`config.mk`:
```
export PLATFORM = sky130hd
export DESIGN_NAME = fifo_wr_arbiter
export DESIGN_NICKNAME = d
export VERILOG_FILES = /design/src/rtl/fifo_wr_arbiter.sv
export SDC_FILE = /design/constraint.sdc
export NUM_CORES = 1
export LEC_CHECK = 0
export CORE_MARGIN = 5
export CORE_UTILIZATION = 25
export CTS_CLUSTER_SIZE = 12
export DETAILED_ROUTE_END_ITERATION = 8
export GPL_TIMING_DRIVEN = 0
export PLACE_DENSITY = 0.57
export SLEW_MARGIN = 20
export SYNTH_ARGS = -nofsm -noshare
export SYNTH_HDL_FRONTEND = slang
export SYNTH_SLANG_ARGS = --single-unit
export TNS_END_PERCENT = 10
```
`constraint.sdc`:
```
create_clock -name clock -period 2.7 [get_ports clock]
set_input_delay 0.27 -clock clock [delete_from_list [all_inputs] [get_ports clock]]
set_output_delay 0.27 -clock clock [all_outputs]
set_load 0.01 [all_outputs]
```
`src/rtl/fifo_wr_arbiter.sv`:
```
`default_nettype none
// ============================================================================
// fifo_wr_arbiter : round-robin, burst-limited write-port arbiter for sync_FIFO
// Rev 1.0
// ============================================================================
module fifo_wr_arbiter #(
  parameter int NUM_REQ    = 4,
  parameter int DATA_WIDTH = 8,
  parameter int MAX_BURST  = 4
) (
  input  logic                          clock,
  input  logic                          reset,
  input  logic [NUM_REQ-1:0]            req,
  input  logic [NUM_REQ*DATA_WIDTH-1:0] req_data,
  output logic [NUM_REQ-1:0]            gnt,
  output logic [NUM_REQ-1:0]            accept,
  input  logic                          fifo_full,
  output logic                          fifo_w_enable,
  output logic [DATA_WIDTH-1:0]         fifo_write_data,
  output logic                          busy,
  output logic [2:0]                    owner
);

  typedef enum logic [0:0] {
    IDLE  = 1'b0,
    GRANT = 1'b1
  } state_t;

  state_t             state_q, state_d;
  logic [NUM_REQ-1:0] gnt_q, gnt_d;
  logic [2:0]         owner_q, owner_d;
  logic [2:0]         last_q, last_d;
  logic [3:0]         count_q, count_d;

  logic [7:0]            req_pad;
  logic [7:0]            gnt_pad;
  logic [DATA_WIDTH-1:0] slice [8];
  logic [2:0]            search_base;
  logic [2:0]            win_idx;
  logic                  win_found;
  logic                  owner_req;
  logic                  wr;
  logic                  release_now;

  // Pad producer vectors to the 3-bit owner index range so indexing is uniform.
  assign req_pad = 8'(req);
  assign gnt_pad = 8'(gnt_q);

  for (genvar i = 0; i < 8; i++) begin : g_slice
    if (i < NUM_REQ) begin : g_used
      assign slice[i] = req_data[i*DATA_WIDTH +: DATA_WIDTH];
    end else begin : g_unused
      assign slice[i] = '0;
    end
  end

  assign owner_req   = req_pad[owner_q];
  assign wr          = (state_q == GRANT) && gnt_pad[owner_q] && owner_req && !fifo_full;
  assign release_now = (state_q == GRANT) &&
                       (!owner_req || (wr && (count_q == 4'(MAX_BURST - 1))));
  assign search_base = (state_q == GRANT) ? owner_q : last_q;

  // Search starts just after the base index and wraps, so the base itself is tried last.
  always_comb begin
    logic [3:0] cand;
    win_idx   = '0;
    win_found = 1'b0;
    cand      = '0;
    for (int i = 1; i <= NUM_REQ; i++) begin
      cand = {1'b0, search_base} + 4'(i);
      if (cand >= 4'(NUM_REQ)) begin
        cand = cand - 4'(NUM_REQ);
      end
      if (!win_found && req_pad[cand[2:0]]) begin
        win_found = 1'b1;
        win_idx   = cand[2:0];
      end
    end
  end

  always_comb begin
    state_d = state_q;
    gnt_d   = gnt_q;
    owner_d = owner_q;
    last_d  = last_q;
    count_d = count_q;
    case (state_q)
      IDLE: begin
        if (win_found) begin
          state_d = GRANT;
          gnt_d   = NUM_REQ'(1) << win_idx;
          owner_d = win_idx;
          last_d  = win_idx;
          count_d = '0;
        end
      end
      GRANT: begin
        if (wr) begin
          count_d = count_q + 4'd1;
        end
        if (release_now) begin
          if (win_found) begin
            gnt_d   = NUM_REQ'(1) << win_idx;
            owner_d = win_idx;
            last_d  = win_idx;
            count_d = '0;
          end else begin
            state_d = IDLE;
            gnt_d   = '0;
            owner_d = '0;
            count_d = '0;
          end
        end
      end
      default: begin
        state_d = IDLE;
        gnt_d   = '0;
        owner_d = '0;
        count_d = '0;
      end
    endcase
  end

  always_ff @(posedge clock or negedge reset) begin
    if (!reset) begin
      state_q <= IDLE;
      gnt_q   <= '0;
      owner_q <= '0;
      last_q  <= 3'(NUM_REQ - 1);
      count_q <= '0;
    end else begin
      state_q <= state_d;
      gnt_q   <= gnt_d;
      owner_q <= owner_d;
      last_q  <= last_d;
      count_q <= count_d;
    end
  end

  // Write strobes are combinational from the registered grant so a stalled word never slips through.
  always_comb begin
    gnt             = gnt_q;
    owner           = owner_q;
    busy            = (state_q == GRANT);
    fifo_w_enable   = wr;
    accept          = wr ? gnt_q : '0;
    fifo_write_data = (state_q == GRANT) ? slice[owner_q] : '0;
  end

endmodule
`default_nettype wire

```
After elaboration in Yosys (flattened, before gate mapping)
Cells that the tools add are included.
- bits of input ports: 39
- register bits after elaboration: 15
- output and inout bits: 21
- $lt $le $gt $ge: 10
- equality and inequality tests: 4
- reductions and logical operators: 16
- bitwise logic cells: 2
- shift-type cells: 1
- $add $sub $neg: 9
- multiplexer cells: 48
- operators with widths (cell ; number):
    3-bit 2-to-1 mux ; 14
    4-bit 2-to-1 mux ; 7
    8-bit binary-select mux with 3-bit select ; 1
    8-bit 2-to-1 mux ; 3
    3-bit by 4-bit less-than comparator with 1-bit output (second input constant) ; 5
    1-bit binary-select mux with 3-bit select ; 6
    4-bit by 3-bit >= comparator with 1-bit output (second input constant) ; 4
    4-bit one-hot mux with 2 select lines ; 2
    1-bit 2-to-1 mux ; 12
    3-bit one-hot mux with 2 select lines ; 2
    3-bit subtractor (second input constant) ; 4
    3-bit by 2-bit adder with 4-bit output (second input constant) ; 2
    1-bit logical AND ; 8
    1-bit logical NOT ; 5
    3-bit by 1-bit adder with 4-bit output (second input constant) ; 1
    3-bit by 3-bit adder with 4-bit output (second input constant) ; 1
    4-bit by 1-bit adder with 4-bit output (second input constant) ; 1
    4-bit by 2-bit equality test with 1-bit output (second input constant) ; 1
    4-bit >= comparator (second input constant) ; 1
    3-bit inverter with 4-bit output ; 1
    2-bit AND reduction ; 2
    1-bit by 3-bit << shifter with 4-bit output (first input constant) ; 1
    3-bit by 1-bit inequality test with 1-bit output (second input constant) ; 1
    2-bit by 1-bit inequality test with 1-bit output (second input constant) ; 1
    other kinds (4) ; 4

Depth between registers and ports, before layout
Gate-level depths: netlist (run 1).
- word-level depth: 20
- gate-level depth with buffers: 11
- mapped depth without buffers: 9

Least setup slack after synthesis (run 1)
No wires, ideal clock.
- path type: register -> register
- start point: reg state_q, in the netlist busy
- end point: reg gnt_q[0], in the netlist gnt[0]
- arrival time: 2693 ps
- data required time: 2622 ps
- clock period less this slack: 2771 ps
- slack: -71 ps
- stages on the path, launching flop included: 12
- buffers on the path: 2
- path through: dfrtp_1 buf_6 mux2_2 inv_1 ha_1 mux2_2 mux2i_1 o22ai_1 a2111oi_4 or2_1 buf_4 o2bb2ai_1
- longest elaborated chain between the ends: 20
- RTL lines (element ; line ; source):
    from (decl) ; 29 ; state_t state_q, state_d;
    from (signal assigned) ; 132 ; state_q <= state_d;
    3-bit 2-to-1 mux ; 61 ; assign search_base = (state_q == GRANT) ? owner_q : last_q;
    3-bit by 1-bit adder with 4-bit output ; 70 ; cand = {1'b0, search_base} + 4'(i);
    4-bit by 3-bit >= comparator with 1-bit output / 3-bit subtractor (equally long branches) ; 71, 72 ;
    3-bit 2-to-1 mux ; 71 ; if (cand >= 4'(NUM_REQ)) begin
    1-bit binary-select mux with 3-bit select ; 74 ; if (!win_found && req_pad[cand[2:0]]) begin
    1-bit 2-to-1 mux (implied by the code) ; 74 ;
    1-bit 2-to-1 mux ; 74 ;
    1-bit logical NOT ; 74 ;
    (+4 left out) ; -- ;
    1-bit 2-to-1 mux ; 74 ;
    1-bit logical NOT ; 74 ;
    1-bit logical AND ; 74 ;
    3-bit 2-to-1 mux ; 74 ;
    1-bit by 3-bit << shifter with 4-bit output ; 91, 103 ;
    4-bit 2-to-1 mux ; 102 ; if (win_found) begin
    4-bit 2-to-1 mux ; 101 ; if (release_now) begin
    4-bit one-hot mux with 2 select lines ; 87 ; case (state_q)
    to (signal assigned) ; 133 ; gnt_q <= gnt_d;
    to (decl) ; 30 ; logic [NUM_REQ-1:0] gnt_q, gnt_d;
Several ways; a longest one is shown, not always the timed one. The select of a mux whose other input is x is not followed.
A chain may end at the register's enable or synchronous reset.

Final worst setup path (run 1)
- start point: reg state_q, in the netlist busy
- end point: reg gnt_q[1], in the netlist gnt[1]
Same word-level chain as after synthesis.

==> results of run 1 <==
[power breakdown]
part / internal, mW / total (mW) / switching [mW]
Combinational: 1.11 / 2.10 / 0.988
Clock: 0.102 / 0.181 / 0.0788
Sequential: 0.315 / 0.408 / 0.0930
Total: 1.53 / 2.69 / 1.16
[worst max-delay path, stage by stage (launching register included)]
cell and delay, ps:
dfrtp_1 390, buf_6 140, mux2_4 340, inv_4 70, ha_4 210, mux2_4 320
mux2i_4 200, o22ai_4 130, a2111oi_4 400, or2_1 180, buf_6 120, o2bb2ai_1 100
[per-layer routing]
metal	track usage	part of all wire
met5	0	0
met4	0.0395	0.013
met3	0.0316	0.065
met2	0.187	0.47
met1	0.149	0.45
[layout make-up]
cell class	count	area (um^2)	share of cell area
multi-input combinational	107	1050	0.449
timing repair buffer	76	718	0.307
sequential	15	379	0.162
tap	70	87.6	0.0374
clock buffer	3	41.3	0.0176
buffer	4	41.3	0.0176
inverter	4	17.5	0.00748
clock inverter	1	5.00	0.00214
[registers in the layout, indices dropped and copies added, names as in the netlist]
register,cells
count_q,4
gnt,4
last_q,3
owner,3
busy,1
[through the flow]
| stage | power [mW] | utilization | area [um^2] |
|---|---|---|---|
| floorplan | 1.54 | - | 1390 |
| global placement | 2.08 | 0.396 | 2060 |
| finish | 2.69 | 0.450 | 2340 |
| global route | 2.89 | 0.450 | 2340 |
| CTS | 2.37 | 0.419 | 2180 |
| detailed placement | 2.09 | 0.396 | 2060 |
[how the worst max path moves through the flow]
stage | from | to | slack [ps] | depth (start not counted)
after global routing | busy | gnt[3] | -100 | 11
after floorplan | busy | gnt[0] | 8 | 10
final | busy | gnt[1] | 30 | 11
after CTS | busy | gnt[0] | -80 | 10
after detailed placement | busy | gnt[2] | -290 | 10
after global placement | busy | gnt[2] | -280 | 10
[placed cells by master, fill, tap and decap left out, drive strengths merged, types with 2 or more instances in the layout]
cell           netlist  final
nand3                2      2
a32oi                3      3
o41ai                2      2
inv                  4      4
nand2               11     11
mux4                10     10
mux2                 5      5
o31ai                3      3
nand2b               4      4
nor2                 7      7
and2                 7      7
dfrtp               13     13
ha                   3      3
o22ai                3      3
o2bb2ai              5      5
mux2i                7      7
dfstp                2      2
clkbuf               1      4
o21ai                9      9
clkdlybuf4s50        0     59
nor2b                9      9
buf                  3     20
or2                  2      2
[cell families (layout without fill, tap and decap cells)]
kind of cell,count (synthesis),after routing,share of synthesized area
AND/OR/NAND/NOR,45,45,0.176
flip-flops,15,15,0.278
multiplexers,22,22,0.268
AO/OA/AOI/OAI,37,37,0.219
buffers and inverters,8,88,0.0313
adder cells (fa/ha/maj),3,3,0.0276
[timing repair]
item	CTS	global route
pin swaps	2	7
setup endpoints to repair	19	19
setup buffers	6	11
resized for setup	6	23
==> results.cfg, run 1 <==
[pwr]
power.density_nw_per_um2 = 1150
ir_drop_uv = 481
leakage_nw = 0.908

[synthesis]
synth_most_common_cell = dfrtp_1
syn_area_um2 = 1360
synth_edf_count = 0
yosys_register_bits = 15
synth-seq-area-share = 0.278
syn_nets = 172
synthArstFlopShare = 1.00
synth_ff_type = dfrtp_1
syn_inst = 130
synth_warnings = 0
synthTopCellsByCount = dfrtp_1, nand2_1, mux4_2
synth_top_area_frac = 0.239
yosysUniqueCellTypes = 44
synth_largest_area_cell = dfrtp_1
syn_area_per_cell_um2 = 10.5
synth_area_leaders = dfrtp_1, mux4_2, mux2i_1

[placement]
dpl.cell_count = 259
gp_congestion = 0.769
port_buffers = 59
pre_cts_ws_ps = -293
hpwl_mm = 3.19

[setup_path]
reg2reg_from = busy
cp.required_ps = 2880
reg2reg_depth = 11
crit_fanout = 6
crit_path_end_kind = flop
crit_type = flop to flop
ff2ff_setup_slack_ps = 30
crit_arrival_ps = 2850
worstSetupStartpointType = flop
r2r-end = gnt[1]

[clock_network]
cts_hold_buffers = 0
cts_max_level = 1
cts_inserted_buffers = 3
ctsRootBufferMaster = clkbuf_8
cts_buffer_depth = 2
clk_pin_slew_worst_paths_ps = 60
clk_latency_ps = 250
cts_tree = yes
cts_sinks = 15

[global_routing]
antenna_found_initial = 0
grt_overflow = 0
grt_max_degree = 16
grt_pass1_wl_mm = 6.73
grt_pass1_vias = 1386
grt.total_usage = 0.116

[detailed_routing]
routed_wl_mm = 4.28
first_pass_iters = 4
drtIter0Drc = 50
drtAntennaViolNets = 0
drc_errors = 0
avgRoutedWirePerCell_um = 15.3
viasPerCell = 4.97
dr_total_vias = 1391

[run]
cap_violations = 0

[min_path]
hold_class = primary input to async pin

[sta]
setup_viol = 0
fin_ws_ps = 26.3
clock_skew_ps = 6.75
hold_slack_ps = 434
worstMarginPinSlew_ps = 681
tns_ps = 0
relSlewSlack = 0.545
hold_violations = 0
final.min_clock_period_ps = 2670
fmax_ghz = 0.374
drv_slew = 0
fin_crit_sh = 0.990
rsz0062_at_grt = yes

[layout]
nFillCells = 511
fin_cells = 280
syn2layout_area_growth_pct = 72.4
diodes = 0
num-nets-final = 253
drive_gt1_frac = 0.295

[floorplan]
num_io_pins = 60
num_rows = 26
dieArea_um2 = 7010
core_um2 = 5200
die_w_um = 83.7
initial_core_util = 0.261
fp.dieH_um = 83.7

[outcome]
status = finished clean
(Power assumes the default switching activity.)
==> run 2: changes to the inputs <==
--- a/config.mk
+++ b/config.mk
@@ -7,7 +7,7 @@
 export LEC_CHECK = 0
 export CORE_MARGIN = 5
 export CORE_UTILIZATION = 25
-export CTS_CLUSTER_SIZE = 12
+export CTS_CLUSTER_SIZE = 10
 export DETAILED_ROUTE_END_ITERATION = 8
 export GPL_TIMING_DRIVEN = 0
 export PLACE_DENSITY = 0.57
==> results of run 2 <==
Same layout as run 1: the final DEF is identical, and so are final timing and power.
==> run 3: changes to the inputs <==
--- a/config.mk
+++ b/config.mk
@@ -10,7 +10,7 @@
 export CTS_CLUSTER_SIZE = 10
 export DETAILED_ROUTE_END_ITERATION = 8
 export GPL_TIMING_DRIVEN = 0
-export PLACE_DENSITY = 0.57
+export PLACE_DENSITY = 0.55
 export SLEW_MARGIN = 20
 export SYNTH_ARGS = -nofsm -noshare
 export SYNTH_HDL_FRONTEND = slang
==> constraint.sdc (replaced) <==
create_clock -name clock -period 3.3 [get_ports clock]
set_input_delay 0.33 -clock clock [delete_from_list [all_inputs] [get_ports clock]]
set_output_delay 0.33 -clock clock [all_outputs]
set_load 0.01 [all_outputs]
==> run 3 against run 2 <==
Cell count down 5.7%. Non-clock buffer count decreased by 16. Die area unchanged. Via count fell by 7.4%. Sequential share of layout area up 1.8 points. Final area fell by 10%. Power down 31%. Setup slack improved by 130 ps. Clock-buffer cell count is the same. Combinational power decreased by 35%. Sequential power fell by 19%. Critical endpoint unchanged.
==> results.cfg, run 3 (same netlist as run 1, synthesis figures left out) <==
[layout]
layout_commonest_cell = clkdlybuf4s50_1
syn2layout_area_growth_pct = 54.7
num-nets-final = 237
drive_gt1_frac = 0.175
utilization = 0.404
diodes = 0
most-common-layout-cells = clkdlybuf4s50_1, dfrtp_1, nand2_1
fin_cells = 264
postLayoutCellArea_um2 = 2100

[setup_path]
crit_path_end_kind = flop
crit_chain = buf_6 > mux2_2 > inv_1 > ha_1 > mux2_2 > mux2i_1 > o22ai_2 > a2111oi_4 > buf_4 > or2_1 > buf_4 > o2bb2ai_1
reg2reg_depth = 12
r2r-end = gnt[1]
slowest_delay_ps = 400
critPathSlowestCell = ha_1
reg2reg_from = busy
worstSetupStartpointType = flop
crit_fanout = 9
ff2ff_setup_slack_ps = 160
path_buf_inv = 4
cp.required_ps = 3470
cp.depth = 12
crit_type = flop to flop
crit_arrival_ps = 3320
path_delay_family = multiplexers

[global_routing]
grt_max_degree = 16
antenna_found_initial = 0
grt_pass1_vias = 1364
grt_overflow = 0
grt_pass1_wl_mm = 6.84
grt.total_usage = 0.120

[sta]
setup_viol = 0
worstMarginPinSlew_ps = 724
fmax_ghz = 0.318
final.min_clock_period_ps = 3140
hold_violations = 0
clock_skew_ps = 3.90
drv_slew = 0
relSlewSlack = 0.516
fin_ws_ps = 159
fin_crit_sh = 0.952

[detailed_routing]
highest_layer = met4
viasPerCell = 4.88
dr_wl_met2_mm = 2.30
drtAntennaViolNets = 0
dr_total_vias = 1288
routed_wl_mm = 4.28
wl_met1_mm = 1.81
drtIter0Drc = 101
drc_errors = 0
avgRoutedWirePerCell_um = 16.2
wl_met3_um = 137
first_pass_iters = 4

[min_path]
min_path_cells = 2
hold_class = flop to flop
whs_endpoint = last_q[0]
hold_start = last_q[0]

[pwr]
switching_power_mw = 0.836
power.density_nw_per_um2 = 878
pwr-share-seq = 0.179
leakage_nw = 0.806
power_frac_comb = 0.736
swShare = 0.453
clkPwrFrac = 0.085
intPower_mw = 1.01
ir_drop_uv = 355

[run]
cap_violations = 0

[placement]
dpl_cell_area_um2 = 2040
gp_congestion = 0.863
pre_cts_ws_ps = 109
port_buffers = 59
hpwl_mm = 3.54
dpl.cell_count = 259

[floorplan]
die_w_um = 83.7
dieArea_um2 = 7010
core_um2 = 5200
num_io_pins = 60
initial_core_util = 0.261
num_rows = 26
fp.dieH_um = 83.7

[clock_network]
cts_tree = yes
clk_pin_slew_worst_paths_ps = 70
cts_sinks = 15
ctsRootBufferMaster = clkbuf_8
clk_latency_ps = 250
cts_inserted_buffers = 3
cts_hold_buffers = 0
cts_max_level = 1
cts_buffer_depth = 2

[outcome]
status = finished clean
-- run 3: worst max path at each step --
stage	start	endpoint	slack (ps)
6_report	busy	gnt[1]	160
5_1_grt	busy	gnt[3]	-20
3_3_place_gp	busy	gnt[0]	160
2_1_floorplan	busy	gnt[0]	530
4_1_cts	busy	gnt[0]	90
3_5_place_dp	busy	gnt[0]	110
-- run 3: tightest hold or removal path, delay by kind of cell, from the launching register on --
family	cells	cell delay, ps
AND/OR/NAND/NOR	2	100
flip-flops	1	390
-- run 3: routing by layer --
metal / up-vias / global-route usage
met5: - / 0
met3: 4 / 0.0267
met1: 628 / 0.146
li1: 638 / -
met2: 18 / 0.219
met4: 0 / 0.0175
-- run 3: repair_timing --
item                                    4_1_cts  5_1_grt
buffers inserted                              0        1
endpoints found under the hold margin         0        0
endpoints found under the setup margin        0        9
gates resized for setup                       0        5
-- run 3: area by class of cell --
class	count	area, um^2
buffer	4	28.8
clock buffer	3	41.3
clock inverter	1	7.51
fill	531	3100
inverter	4	15.0
multi-input combinational	107	945
sequential	15	379
tap	70	87.6
timing repair buffer	60	598
-- run 3: power groups by stage --
stage	combinational, mW	clock [mW]	sequential, mW
after floorplan	0.888	0	0.327
after global placement	1.32	0	0.329
after detailed placement	1.34	0	0.333
after CTS	1.35	0.164	0.329
after global routing	1.48	0.176	0.342
final	1.36	0.157	0.330
-- run 3: per-stage QoR --
| stage | setup TNS (ps) | total power [mW] | hold WS, ps |
|---|---|---|---|
| final | 0 | 1.85 | 489 |
| after global routing | -24.9 | 1.99 | 509 |
| after CTS | 0 | 1.84 | 489 |
| after detailed placement | 0 | 1.67 | 477 |
| after global placement | 0 | 1.64 | 466 |
| after floorplan | 0 | 1.21 | 34.4 |
==> RTL change 1 (flow settings as in run 1) <==
Change the parameter `NUM_REQ` from 4 to 8.
--- a/src/rtl/fifo_wr_arbiter.sv
+++ b/src/rtl/fifo_wr_arbiter.sv
@@ -4,7 +4,7 @@
 // Rev 1.0
 // ============================================================================
 module fifo_wr_arbiter #(
-  parameter int NUM_REQ    = 4,
+  parameter int NUM_REQ    = 8,
   parameter int DATA_WIDTH = 8,
   parameter int MAX_BURST  = 4
 ) (
Interface: changed (resized accept, gnt, req and req_data); port bits go from 60 to 104. No check against the original RTL was run, so the function may have changed too.
==> RTL change 1 against run 1 <==
Routed wire length is 110% higher; total power is 140% higher; setup slack worse by 0.50 ns; combinational power grew to 2.7 times the old value; area after synthesis is 89% higher; first-iteration DRC count grew to 3.0 times the old value; count of clock-buffer cells in the layout stayed put; highest routed layer unchanged; cell area is 84% higher; the flow now finishes with violations (negative setup slack); sequential cell count is 4 higher.
==> RTL change 1: results (changes against run 1) <==
- M3 GR Usage: 2.84% (-0.32 points)
- The worst-case setup margin in the final layout is -0.471 ns (-0.497 ns).
- Setup TNS: -7.44 ns (-7.44 ns)
* Placed instance count: 483 (+86%)
* Violated checks: negative setup slack
- Overall via count from detail_route: 2644 (+90%)
* Number of antenna violations at the first check in global routing: 0 (unchanged)
- Post-Route WL: 9020 µm (+110%)
- Share of synthesized area occupied by flip-flops and latches: 18.7% (-9.1 points)
* Path type of the worst min-delay path: primary input to asynchronous set/reset pin
* Met1 Resource Use GR: 16.4% (+1.5 points)
- The combined global-route utilization of all metal layers came to 13.8% (+2.1 points).
* Hpwl dp: 6580 µm (+110%)
- The number of global-route vias before repair came to 2784 (+100%).
- Final number of setup-violating endpoints: 18 (+18)
- The clock skew after layout is 0.00782 ns (+0.00106 ns).
* Routability cong.: 0.851 (+11%)
- The maximum number of pins on one net before global-route repair came to 20 (+4).
- H-tree depth reported by CTS: 1 (unchanged)
* Main synth FF type: dfrtp_1
- The instance area after placement is 3750 µm² (+82%).
* Proportion of layout cells with a drive suffix above 1: 33.3% (+3.8 points)
- The power share of the combinational group is 88.4% (+10 points).
- The final net count came to 454 (+79%).
* Distinct cell type count of the synthesized netlist: 57 (+30%)
* Portion of total power attributed to sequential cells: 8.3% (-6.9 points)
* Combinational power: 5.77 mW (+170%)
- Number of search-and-repair iterations in the first detailed-routing pass: 5 (+1)
* Synth area leaders: mux4_2, dfrtp_1, mux2i_1
* Fraction of registers with async set or reset after synthesis: 100% (unchanged)
- The routing usage on met2 came to 25.3% (+6.6 points).
- Among all stages on the critical path, the largest delay is contributed by or3_4.
* Worst vdd rail ir drop: 485 µV (+0.80%)
* Synthesized Nets: 326 (+90%)
- Power Internal: 3.49 mW (+130%)
- Clock slew at the register clock pins of the worst setup and hold paths: 0.08 ns (+0.02 ns)
* Top cell types by occurrence after synthesis: mux4_2, mux2i_1, nand2_1
- The data arrival time of the critical path was 3.32 ns (+0.47 ns).
- The run finished, with violations left.
* Synthesized area per cell: 10.3 µm² (-1.1%)
- Reported leakage power: 1.75 nW (+93%)
- Rel. slew slack: 40.0% (-14 points)
* Number of vias per cell after detailed routing: 5.17 (+4.2%)
* Initial DRC Count: 152 (+200%)
* First-pass GRT wire length: 14100 µm (+110%)
- The clock latency reported for the late side of the worst-skew pair was 0.27 ns (+0.02 ns).
- Count of input and output buffers: 99 (+68%)
==> RTL change 1: cell count changes after synthesis, moves of 4 or more <==
| cell | change |
|---|---|
| mux2i_1 | +19 |
| mux4_2 | +18 |
| nor2_1 | +16 |
| nand2_1 | +13 |
| a22o_1 | +8 |
| a21o_1 | +6 |
| clkbuf_1 | +6 |
| a211oi_1 | +5 |
| buf_1 | +5 |
| o2bb2ai_1 | -5 |
| and2_1 | +4 |
==> RTL change 1: final timing paths <==
| kind | endpoint | depth (start not counted) |
|---|---|---|
| setup / recovery | gnt[3] | 13 |
| hold / removal | busy | 1 |
| setup reg to reg | gnt[3] | 13 |
| hold reg to reg | last_q[1] | 1 |
| max in group asynchronous | owner[1] | 1 |
| min in group clock | last_q[1] | 1 |
==> RTL change 1: kinds of logic after synthesis <==
family / count (synthesis) / synth area share, %
multiplexers: 63 / 40.1
adder cells (fa/ha/maj): 3 / 1.46
flip-flops: 19 / 18.7
AO/OA/AOI/OAI: 50 / 16.6
AND/OR/NAND/NOR: 87 / 17.5
buffers and inverters: 23 / 4.30
XOR/XNOR: 3 / 1.32
==> RTL change 1: worst reg2reg max path: cells and delay by family, from the launching register on <==
kind                       cells  cell delay [ns]
AOI/OAI and AO/OA              2             0.38
adders and majority gates      1             0.33
buffers and inverters          4             0.47
DFF                            1             0.40
muxes                          3             0.79
and+or+nand+nor                3             0.68
==> RTL change 1: layout make-up <==
| class | instances | area [µm²] |
|---|---|---|
| flip-flops and latches | 19 | 482 |
| repair buffers | 124 | 1220 |
| multi-input cells | 206 | 2230 |
| clock inverters | 1 | 7.51 |
| fillers | 971 | 5820 |
| well taps | 136 | 170 |
| inverters | 6 | 30.0 |
| plain buffers | 16 | 138 |
| clock buffers | 3 | 41.3 |
==> RTL change 1: per-layer routing <==
metal,share of wire [%],vias up,wire (µm)
li1,-,1208,-
met1,39,1305,3530
met2,54,122,4870
met3,6.0,9,542
met4,0.82,0,74
met5,0,-,0
==> RTL change 1: timing repair <==
| action | CTS | global route |
|---|---|---|
| hold endpoints to repair | 0 | 0 |
| resized for setup | 52 | 33 |
| setup endpoints to repair | 36 | 31 |
| setup buffers | 20 | 6 |
| pin swaps | 10 | 14 |
==> RTL change 1: through the flow <==
step	setup slack, ns	utilization (%)	hold WS (ns)
3_3_place_gp	-0.983	37.0	0.497
6_report	-0.471	42.6	0.506
3_5_place_dp	-0.994	37.0	0.507
2_1_floorplan	-0.540	-	-0.0256
5_1_grt	-0.601	42.6	0.556
4_1_cts	-0.510	40.7	0.533
==> RTL change 2 (flow settings as in run 1) <==
Without the edit above. Reset style: synchronous (`reset`), changed in one clocked block.
--- a/src/rtl/fifo_wr_arbiter.sv
+++ b/src/rtl/fifo_wr_arbiter.sv
@@ -121,7 +121,7 @@
     endcase
   end
 
-  always_ff @(posedge clock or negedge reset) begin
+  always_ff @(posedge clock) begin
     if (!reset) begin
       state_q <= IDLE;
       gnt_q   <= '0;
Formal check against the unedited RTL: differs if reset is asserted again (counterexample within 4 cycles, from zero or initial values and one cycle with reset low); with reset held inactive, the same outputs for 10 cycles.
==> RTL change 2 against run 1 <==
The flow now finishes with violations (negative setup slack); count of clock-buffer cells in the layout stayed put; area after synthesis is 2.8% higher; sequential cell count stayed put; cell area is 0.69% lower; routed wire length is 4.6% lower; setup slack worse by 0.034 ns; total power is 19% lower; largest cell class unchanged.
==> RTL change 2: results (changes against run 1) <==
- Post-layout net count: 252 (-0.40%)
- The maximum resistive drop on vdd is 337 µV (-30%).
- M3 GR Usage: 2.65% (-0.51 points)
* Main synth FF type: dfxtp_1
- Share of synthesized area occupied by flip-flops and latches: 21.5% (-6.3 points)
* Met1 Resource Use GR: 14.8% (-0.19 points)
- In the post-synthesis netlist, the biggest area contributors are dfxtp_1, mux4_2, ha_1.
- The commonest cells after synthesis are dfxtp_1, mux4_2, nor2b_1.
* Setup slack of the critical path after layout: -0.00769 ns (-0.0340 ns)
* Overall via count from detail_route: 1350 (-2.9%)
- The setup TNS after final layout is -0.00769 ns (-0.00769 ns).
- Placed instance count: 261 (+0.77%)
* Result of the run: finished with violations
- The total of endpoints with negative setup slack in the final report was 1 (+1).
- The final reports fail on negative setup slack.
- The transition time of the tightest slew-check pin is 0.463 ns (-0.218 ns).
- CTS resizes: 17 (+11)
* Proportion of layout cells with a drive suffix above 1: 29.3% (-0.26 points)
- The slowest stage of the critical path belongs to the cell mux2i_4.
- The multiplexer share of the synthesized area was 28.6% (+1.8 points).
- WL per Instance: 14.7 µm (-3.5%)
- Area fraction in compound gates after synthesis: 16.6% (-5.3 points)
- Maximum fanout along the worst path: 5 (-1)
* Hpwl dp: 3110 µm (-2.4%)
* Adder-cell share of the synthesized area: 6.27% (+3.5 points)
* Gate family responsible for the most delay along the worst path: compound AO/OA/AOI/OAI gates
- Vias in the first global route: 1312 (-5.3%)
RTL change 2: final timing paths:
check	startpoint	to
max reg2reg	busy	owner[1]
max	busy	owner[1]
min reg2reg	count_q[1]	count_q[1]
min	count_q[1]	count_q[1]
RTL change 2: final cells by class:
class	instances	area (µm²)
inverters	5	23.8
fillers	523	3150
repair buffers	71	684
multi-input cells	106	1130
plain buffers	4	48.8
clock buffers	3	41.3
well taps	72	90.1
flip-flops and latches	15	307
clock inverters	1	5.00
RTL change 2: routing by layer:
| metal | routed length (µm) | share of wire, % |
|---|---|---|
| met2 | 1810 | 44 |
| met3 | 284 | 7.0 |
| met5 | 0 | 0 |
| met1 | 1910 | 47 |
| met4 | 70 | 1.7 |
RTL change 2: power groups by stage:
stage	clock network (mW)	registers (mW)	logic, mW
after floorplan	0	0.332	0.953
after global placement	0	0.332	1.33
after detailed placement	0	0.332	1.33
after CTS	0.190	0.336	1.46
after global routing	0.198	0.349	1.77
final	0.184	0.339	1.64
